==> config.mk <==
export PLATFORM = sky130hd
export DESIGN_NAME = vec_mem_arbiter
export DESIGN_NICKNAME = d
export VERILOG_FILES = /design/src/rtl/vec_mem_arbiter.sv
export SDC_FILE = /design/constraint.sdc
export NUM_CORES = 1
export LEC_CHECK = 0
export BUFFER_PORTS_ARGS = -buffer_cell sky130_fd_sc_hd__buf_2
export CAP_MARGIN = 5
export CORE_AREA = 2 2 218 220
export DETAILED_ROUTE_END_ITERATION = 8
export DIE_AREA = 0 0 220 222
export HOLD_SLACK_MARGIN = 0.1
export PLACE_DENSITY = 0.49
export SLEW_MARGIN = 20
export SYNTH_ARGS = -nofsm -noshare
export SYNTH_HDL_FRONTEND = slang
export SYNTH_SLANG_ARGS = --single-unit
==> constraint.sdc <==
create_clock -name clk -period 9.84 [get_ports clk]
set_input_delay 0.492 -clock clk [delete_from_list [all_inputs] [get_ports clk]]
set_output_delay 0.492 -clock clk [all_outputs]
set_load 0.1 [all_outputs]
==> src/rtl/vec_mem_arbiter.sv <==
// Arbitrates one synchronous-RAM port between instruction fetch, scalar MEM
// and multi-beat vector MEM accesses (priority vector > scalar > fetch).
module vec_mem_arbiter #(
  parameter int AW   = 32,
  parameter int DW   = 32,
  parameter int VLEN = 4
) (
  input  logic               clk,
  input  logic               rst,
  input  logic               if_req,
  input  logic [AW-1:0]      if_addr,
  output logic [DW-1:0]      if_rdata,
  output logic               if_ready,
  input  logic               d_req,
  input  logic               d_we,
  input  logic [AW-1:0]      d_addr,
  input  logic [DW-1:0]      d_wdata,
  output logic [DW-1:0]      d_rdata,
  output logic               d_ready,
  input  logic               v_req,
  input  logic               v_we,
  input  logic [AW-1:0]      v_addr,
  input  logic [VLEN*DW-1:0] v_wdata,
  output logic [VLEN*DW-1:0] v_rdata,
  output logic               v_ready,
  output logic               mem_en,
  output logic               mem_we,
  output logic [AW-1:0]      mem_addr,
  output logic [DW-1:0]      mem_wdata,
  input  logic [DW-1:0]      mem_rdata,
  output logic               stall_mem
);

  localparam int CW = (VLEN > 1) ? $clog2(VLEN) : 1;
  localparam logic [CW-1:0] LAST_BEAT = CW'(VLEN - 1);

  typedef enum logic [2:0] {IDLE, F_RESP, D_RESP, V_ISSUE, V_DRAIN, V_DONE} state_t;

  state_t          state, state_nxt;
  logic [CW-1:0]   beat, beat_nxt;
  logic [DW-1:0]   lane_buf [VLEN];
  logic [DW-1:0]   wlane    [VLEN];
  logic            cap_en;
  logic [CW-1:0]   cap_idx;

  for (genvar g = 0; g < VLEN; g++) begin : g_lanes
    assign wlane[g]              = v_wdata[g*DW +: DW];
    assign v_rdata[g*DW +: DW]   = lane_buf[g];
  end

  // NOTE: every signal written here gets a default first so no path can
  // leave one unassigned and infer a latch.
  always_comb begin
    state_nxt = state;
    beat_nxt  = beat;
    mem_en    = 1'b0;
    mem_we    = 1'b0;
    mem_addr  = '0;
    mem_wdata = '0;
    if_ready  = 1'b0;
    d_ready   = 1'b0;
    v_ready   = 1'b0;
    cap_en    = 1'b0;
    cap_idx   = '0;

    unique case (state)
      IDLE: begin
        if (v_req) begin
          mem_en    = 1'b1;
          mem_we    = v_we;
          mem_addr  = v_addr;
          mem_wdata = wlane[0];
          beat_nxt  = (VLEN == 1) ? '0 : CW'(1);
          state_nxt = (VLEN == 1) ? V_DRAIN : V_ISSUE;
        end else if (d_req) begin
          mem_en    = 1'b1;
          mem_we    = d_we;
          mem_addr  = d_addr;
          mem_wdata = d_wdata;
          state_nxt = D_RESP;
        end else if (if_req) begin
          mem_en    = 1'b1;
          mem_addr  = if_addr;
          state_nxt = F_RESP;
        end
      end
      F_RESP: begin
        if_ready  = 1'b1;
        state_nxt = IDLE;
      end
      D_RESP: begin
        d_ready   = 1'b1;
        state_nxt = IDLE;
      end
      V_ISSUE: begin
        mem_en    = 1'b1;
        mem_we    = v_we;
        mem_addr  = v_addr + (AW'(beat) << 2);
        mem_wdata = wlane[beat];
        // Read data arriving now belongs to the beat issued last cycle.
        cap_en    = ~v_we;
        cap_idx   = beat - 1'b1;
        if (beat == LAST_BEAT) begin
          beat_nxt  = '0;
          state_nxt = V_DRAIN;
        end else begin
          beat_nxt  = beat + 1'b1;
        end
      end
      V_DRAIN: begin
        cap_en    = ~v_we;
        cap_idx   = LAST_BEAT;
        state_nxt = V_DONE;
      end
      V_DONE: begin
        v_ready   = 1'b1;
        state_nxt = IDLE;
      end
      default: state_nxt = IDLE;
    endcase

    // Reset suppresses grants and completions in the very cycle it is high.
    if (rst) begin
      mem_en    = 1'b0;
      mem_we    = 1'b0;
      mem_addr  = '0;
      mem_wdata = '0;
      if_ready  = 1'b0;
      d_ready   = 1'b0;
      v_ready   = 1'b0;
      cap_en    = 1'b0;
    end
  end

  assign if_rdata  = if_ready ? mem_rdata : '0;
  assign d_rdata   = d_ready  ? mem_rdata : '0;
  assign stall_mem = (d_req & ~d_ready) | (v_req & ~v_ready);

  // NOTE: state uses non-blocking assignments so every register samples the
  // pre-edge values; the small lane buffer is cleared on reset because its
  // contents are directly visible on v_rdata.
  always_ff @(posedge clk) begin
    if (rst) begin
      state <= IDLE;
      beat  <= '0;
      for (int i = 0; i < VLEN; i++) lane_buf[i] <= '0;
    end else begin
      state <= state_nxt;
      beat  <= beat_nxt;
      if (cap_en) lane_buf[cap_idx] <= mem_rdata;
    end
  end

endmodule

==> flow_summary.html <==
<table>
<tr><th>Metric</th><th>Value</th></tr>
<tr><th colspan="2">CTS</th></tr>
<tr><td>Master cell of the clock root buffer</td><td>clkbuf_16</td></tr>
<tr><td>Number of clock sinks</td><td>133</td></tr>
<tr><td>Hold_buf cts</td><td>0</td></tr>
<tr><td>Bufs on Longest Clock Path</td><td>2</td></tr>
<tr><td>Clk Latency, worst-skew pair</td><td>0.43 ns</td></tr>
<tr><td>Clock tree from TritonCTS</td><td>built</td></tr>
<tr><td>Number of buffers added by the clock tree synthesis step</td><td>17</td></tr>
<tr><td>H-tree depth reported by CTS</td><td>4</td></tr>
<tr><td>Total setup buffers inserted after CTS</td><td>0</td></tr>
<tr><td>Number of gates resized after cts</td><td>0</td></tr>
<tr><td>Clock-pin slew of the registers on the worst-case setup and hold paths</td><td>0.07 ns</td></tr>
<tr><th colspan="2">Drt</th></tr>
<tr><td>Number of iterations in the first detailed-routing pass</td><td>5</td></tr>
<tr><td>Number of violations reported at the end of detailed-routing iteration 0</td><td>590</td></tr>
<tr><td>Drt wl/cell</td><td>21.0 um</td></tr>
<tr><td>Routed wire length</td><td>~42000 um</td></tr>
<tr><td>Vias after detailed routing</td><td>8987</td></tr>
<tr><td>Routed vias/inst</td><td>4.53</td></tr>
<tr><td>Post-route DRC</td><td>0</td></tr>
<tr><td>Antenna-violating nets left</td><td>0</td></tr>
<tr><th colspan="2">Timing</th></tr>
<tr><td>Unrepaired setup endpoints after global routing</td><td>no</td></tr>
<tr><td>Actual slew at the worst max-slew pin</td><td>just under 1 ns</td></tr>
<tr><td>Endpoints failing setup</td><td>0</td></tr>
<tr><td>Rel. slew slack</td><td>between 30% and 40%</td></tr>
<tr><td>Highest clock rate</td><td>0.225 GHz</td></tr>
<tr><td>Setup_tns</td><td>0 ns</td></tr>
<tr><td>Part of the cycle the worst path needs</td><td>45.1%</td></tr>
<tr><td>Number of max-slew violations in the final report</td><td>0</td></tr>
<tr><td>Final Hold Viols</td><td>0</td></tr>
<tr><td>Min Hold Slack</td><td>0.444 ns</td></tr>
<tr><td>Minimum period implied by the final worst setup slack</td><td>4.44 ns</td></tr>
<tr><td>Setup skew after layout</td><td>between 0.015 and 0.02 ns</td></tr>
<tr><th colspan="2">Final layout</th></tr>
<tr><td>FILL cells</td><td>5049</td></tr>
<tr><td>Sequential cell area</td><td>3950 sq um</td></tr>
<tr><td>Post-layout instance area</td><td>12300 sq um</td></tr>
<tr><td>Signed area change from the synthesized netlist to the final layout</td><td>48.6%</td></tr>
<tr><td>Fraction of final layout cells sized beyond drive strength 1</td><td>49.9%</td></tr>
<tr><td>Total area of multi-input combinational cells</td><td>3920 sq um</td></tr>
<tr><td>NumNets Final</td><td>roughly 1700</td></tr>
<tr><th colspan="2">Setup path</th></tr>
<tr><td>Cell-by-cell listing of the critical path</td><td>inv_1 -&gt; fa_1 -&gt; nand2b_1 -&gt; or3_1 -&gt; nor4_1 -&gt; xnor2_1 -&gt; o22ai_1 -&gt; buf_2</td></tr>
<tr><td>Maximum fanout along the worst path</td><td>36</td></tr>
<tr><td>Highest cell delay on the worst timing path</td><td>around 0.96 ns</td></tr>
<tr><td>Data arrival time of the worst path</td><td>approximately 4 ns</td></tr>
<tr><td>Data required time of the worst path</td><td>9.35 ns</td></tr>
<tr><td>Category of cells accounting for the largest share of critical-path delay</td><td>simple AND/OR/NAND/NOR gates</td></tr>
<tr><td>Sort of element at the end of the critical path</td><td>output port</td></tr>
<tr><td>WP buf/inv</td><td>2</td></tr>
<tr><td>Worst reg2reg path depth</td><td>5</td></tr>
<tr><td>Depth of the critical timing path with buffers and inverters included</td><td>8</td></tr>
<tr><td>Worst setup path category</td><td>reg -&gt; out</td></tr>
<tr><td>Worst setup SP type</td><td>flip-flop</td></tr>
<tr><td>Cell with the largest stage delay on the worst path</td><td>dfxtp_2</td></tr>
<tr><th colspan="2">Die</th></tr>
<tr><td>I/O pin cnt</td><td>around 560</td></tr>
<tr><td>Core Area</td><td>about 46000 sq um</td></tr>
<tr><td>Overall die width</td><td>220 um</td></tr>
<tr><td>Number of cell rows</td><td>79</td></tr>
<tr><td>Floorplan die height</td><td>222 um</td></tr>
<tr><td>Initial core utilization</td><td>17.8%</td></tr>
<tr><td>Area enclosed by the die boundary</td><td>48800 sq um</td></tr>
<tr><th colspan="2">Synth</th></tr>
<tr><td>Most common cell in the netlist</td><td>edfxtp_1</td></tr>
<tr><td>Number of synthesized flops with an enable pin</td><td>128</td></tr>
<tr><td>Area of the mapped netlist</td><td>between 8000 and 9000 sq um</td></tr>
<tr><td>Top_reg_cell synth</td><td>edfxtp_1</td></tr>
<tr><td>Share of flip-flops with an asynchronous set or reset after synthesis</td><td>0%</td></tr>
<tr><td>Synth unique cells</td><td>between 50 and 60</td></tr>
<tr><td>Area contributors post-synth</td><td>edfxtp_1, mux4_2, a22oi_1</td></tr>
<tr><td>Number of warnings issued by yosys</td><td>0</td></tr>
<tr><td>Most common library cells after synthesis</td><td>edfxtp_1, nor2_1, nand2_1</td></tr>
<tr><td>Syn nets</td><td>~1100</td></tr>
<tr><td>Cell count after synthesis</td><td>831</td></tr>
<tr><td>Cell accounting for the most synthesized area</td><td>edfxtp_1</td></tr>
<tr><td>Average footprint of a synthesized cell</td><td>9.94 sq um</td></tr>
<tr><td>Post-synthesis register bit count</td><td>between 100 and 150</td></tr>
<tr><td>Top cell type's share of synthesized area</td><td>46.6%</td></tr>
<tr><td>Sequential fraction of the synthesis area</td><td>47.8%</td></tr>
<tr><th colspan="2">Place</th></tr>
<tr><td>Final GP Congestion</td><td>~0.96</td></tr>
<tr><td>PortBufs</td><td>556</td></tr>
<tr><td>HPWL reported at the end of detailed placement</td><td>around 34000 um</td></tr>
<tr><td>Instance area after placement</td><td>approximately 12000 sq um</td></tr>
<tr><th colspan="2">GRT</th></tr>
<tr><td>Global-route track usage on met1</td><td>18.3%</td></tr>
<tr><td>Vias in the first global route</td><td>8575</td></tr>
<tr><td>Total global routing track utilization</td><td>16.3%</td></tr>
<tr><td>First-pass GRT wire length</td><td>58100 um</td></tr>
<tr><td>Met2 Track Usage GR</td><td>28.8%</td></tr>
<tr><td>Aggregate global routing overflow</td><td>0</td></tr>
<tr><td>Grt met3 use</td><td>4.18%</td></tr>
<tr><td>Number of antenna violations at the first check in global routing</td><td>27</td></tr>
<tr><td>Layer with the highest usage after global routing</td><td>met2</td></tr>
<tr><td>Largest net degree at the start of global routing</td><td>63</td></tr>
<tr><th colspan="2">Power</th></tr>
<tr><td>Power density over the cells</td><td>162 nW/um^2</td></tr>
<tr><td>Peak supply drop</td><td>about 0.11 mV</td></tr>
<tr><td>Static leakage</td><td>between 5 and 6 nW</td></tr>
<tr><td>PnR Total Power</td><td>1.99 mW</td></tr>
<tr><th colspan="2">Hold path</th></tr>
<tr><td>Path class of the lowest-slack min-delay path</td><td>in -&gt; reg</td></tr>
<tr><td>Hold-critical path depth</td><td>3</td></tr>
<tr><th colspan="2">Run status</th></tr>
<tr><td>Outcome</td><td>completed</td></tr>
<tr><th colspan="2">Run</th></tr>
<tr><td>Max-cap violations</td><td>0</td></tr>
</table>
[state kept, by name, indices dropped and copies added, names as in the netlist]
| signal | flops |
|---|---|
| beat | 2 |
| state | 3 |
| lane_buf | 128 |
[through the flow]
| step | utilization, % | worst slack, ns | instances |
|---|---|---|---|
| after detailed placement | 25.2 | 5.82 | 1940 |
| after global placement | 25.2 | 5.92 | 1939 |
| after floorplan | - | 4.88 | 831 |
| final | 26.5 | 5.40 | 1986 |
| after global routing | 26.5 | 5.21 | 1983 |
| after CTS | 26.4 | 5.35 | 1972 |
[worst reg2reg max path, stage by stage, from the launching register on]
cell      delay, ns
dfxtp_2        0.96
ha_1           0.33
nand2_1        0.08
or4b_2         0.62
buf_4          0.31
nand2b_2       0.77
[final timing paths]
kind	start	endpoint	slack, ns
worst min register to register	state[1]$_SDFFE_PP0P_	state[0]$_SDFFE_PP0P_	0.69
worst min-delay path	mem_rdata[18]	lane_buf[3][18]$_DFFE_PP_	0.44
worst max-delay path	beat[1]$_SDFFE_PP0P_	mem_addr[22]	5.40
worst max register to register	beat[1]$_SDFFE_PP0P_	lane_buf[0][10]$_SDFFCE_PN0P_	6.36
[layout make-up]
type                       instances  area share, %
sequential                       133           32.2
inverter                          39           1.19
clock buffer                      18           3.50
multi-input combinational        590           31.9
tap                              607           6.19
timing repair buffer             571           23.7
clock inverter                    14           1.06
antenna                           14          0.286
[power breakdown]
group	internal [mW]	switching, mW	total (mW)	leakage [nW]
sequential	0.641	0.00852	0.650	1.36
combinational	0.157	0.583	0.739	3.88
clock	0.350	0.254	0.604	0.266
[placed cells by master, fill, tap and decap left out, types with 13 or more instances in the layout]
master,synthesis,layout
a21oi_1,54,54
a221o_1,16,16
a22oi_1,56,56
and2_1,65,65
buf_2,14,556
buf_4,0,14
clkbuf_16,0,17
diode_2,0,14
edfxtp_1,128,128
inv_1,39,39
mux4_2,32,32
nand2_1,86,86
nor2_1,106,104
nor2_2,30,31
o21ai_0,25,25
o22ai_1,15,15
xnor2_1,13,13
[metal layers]
metal	routed length [um]	share of wire (%)	up-vias
met5	43	0.10	-
met4	1700	4.1	6
met3	3390	8.1	72
met2	21000	50	539
met1	15700	38	4285
li1	-	-	4085
[cells by family (layout without fill, tap and decap cells)]
| logic type | Yosys count | after routing | share of synthesized area [%] |
|---|---|---|---|
| flops | 133 | 133 | 47.8 |
| simple gates | 356 | 356 | 21.1 |
| buf+inv | 108 | 642 | 5.39 |
| other cells | 0 | 14 | 0 |
| xor+xnor | 14 | 14 | 1.49 |
| fa+ha+maj | 4 | 4 | 0.697 |
| compound gates | 184 | 184 | 14.8 |
| mux | 32 | 32 | 8.73 |
Note: power is estimated with default switching activity, not from simulation.
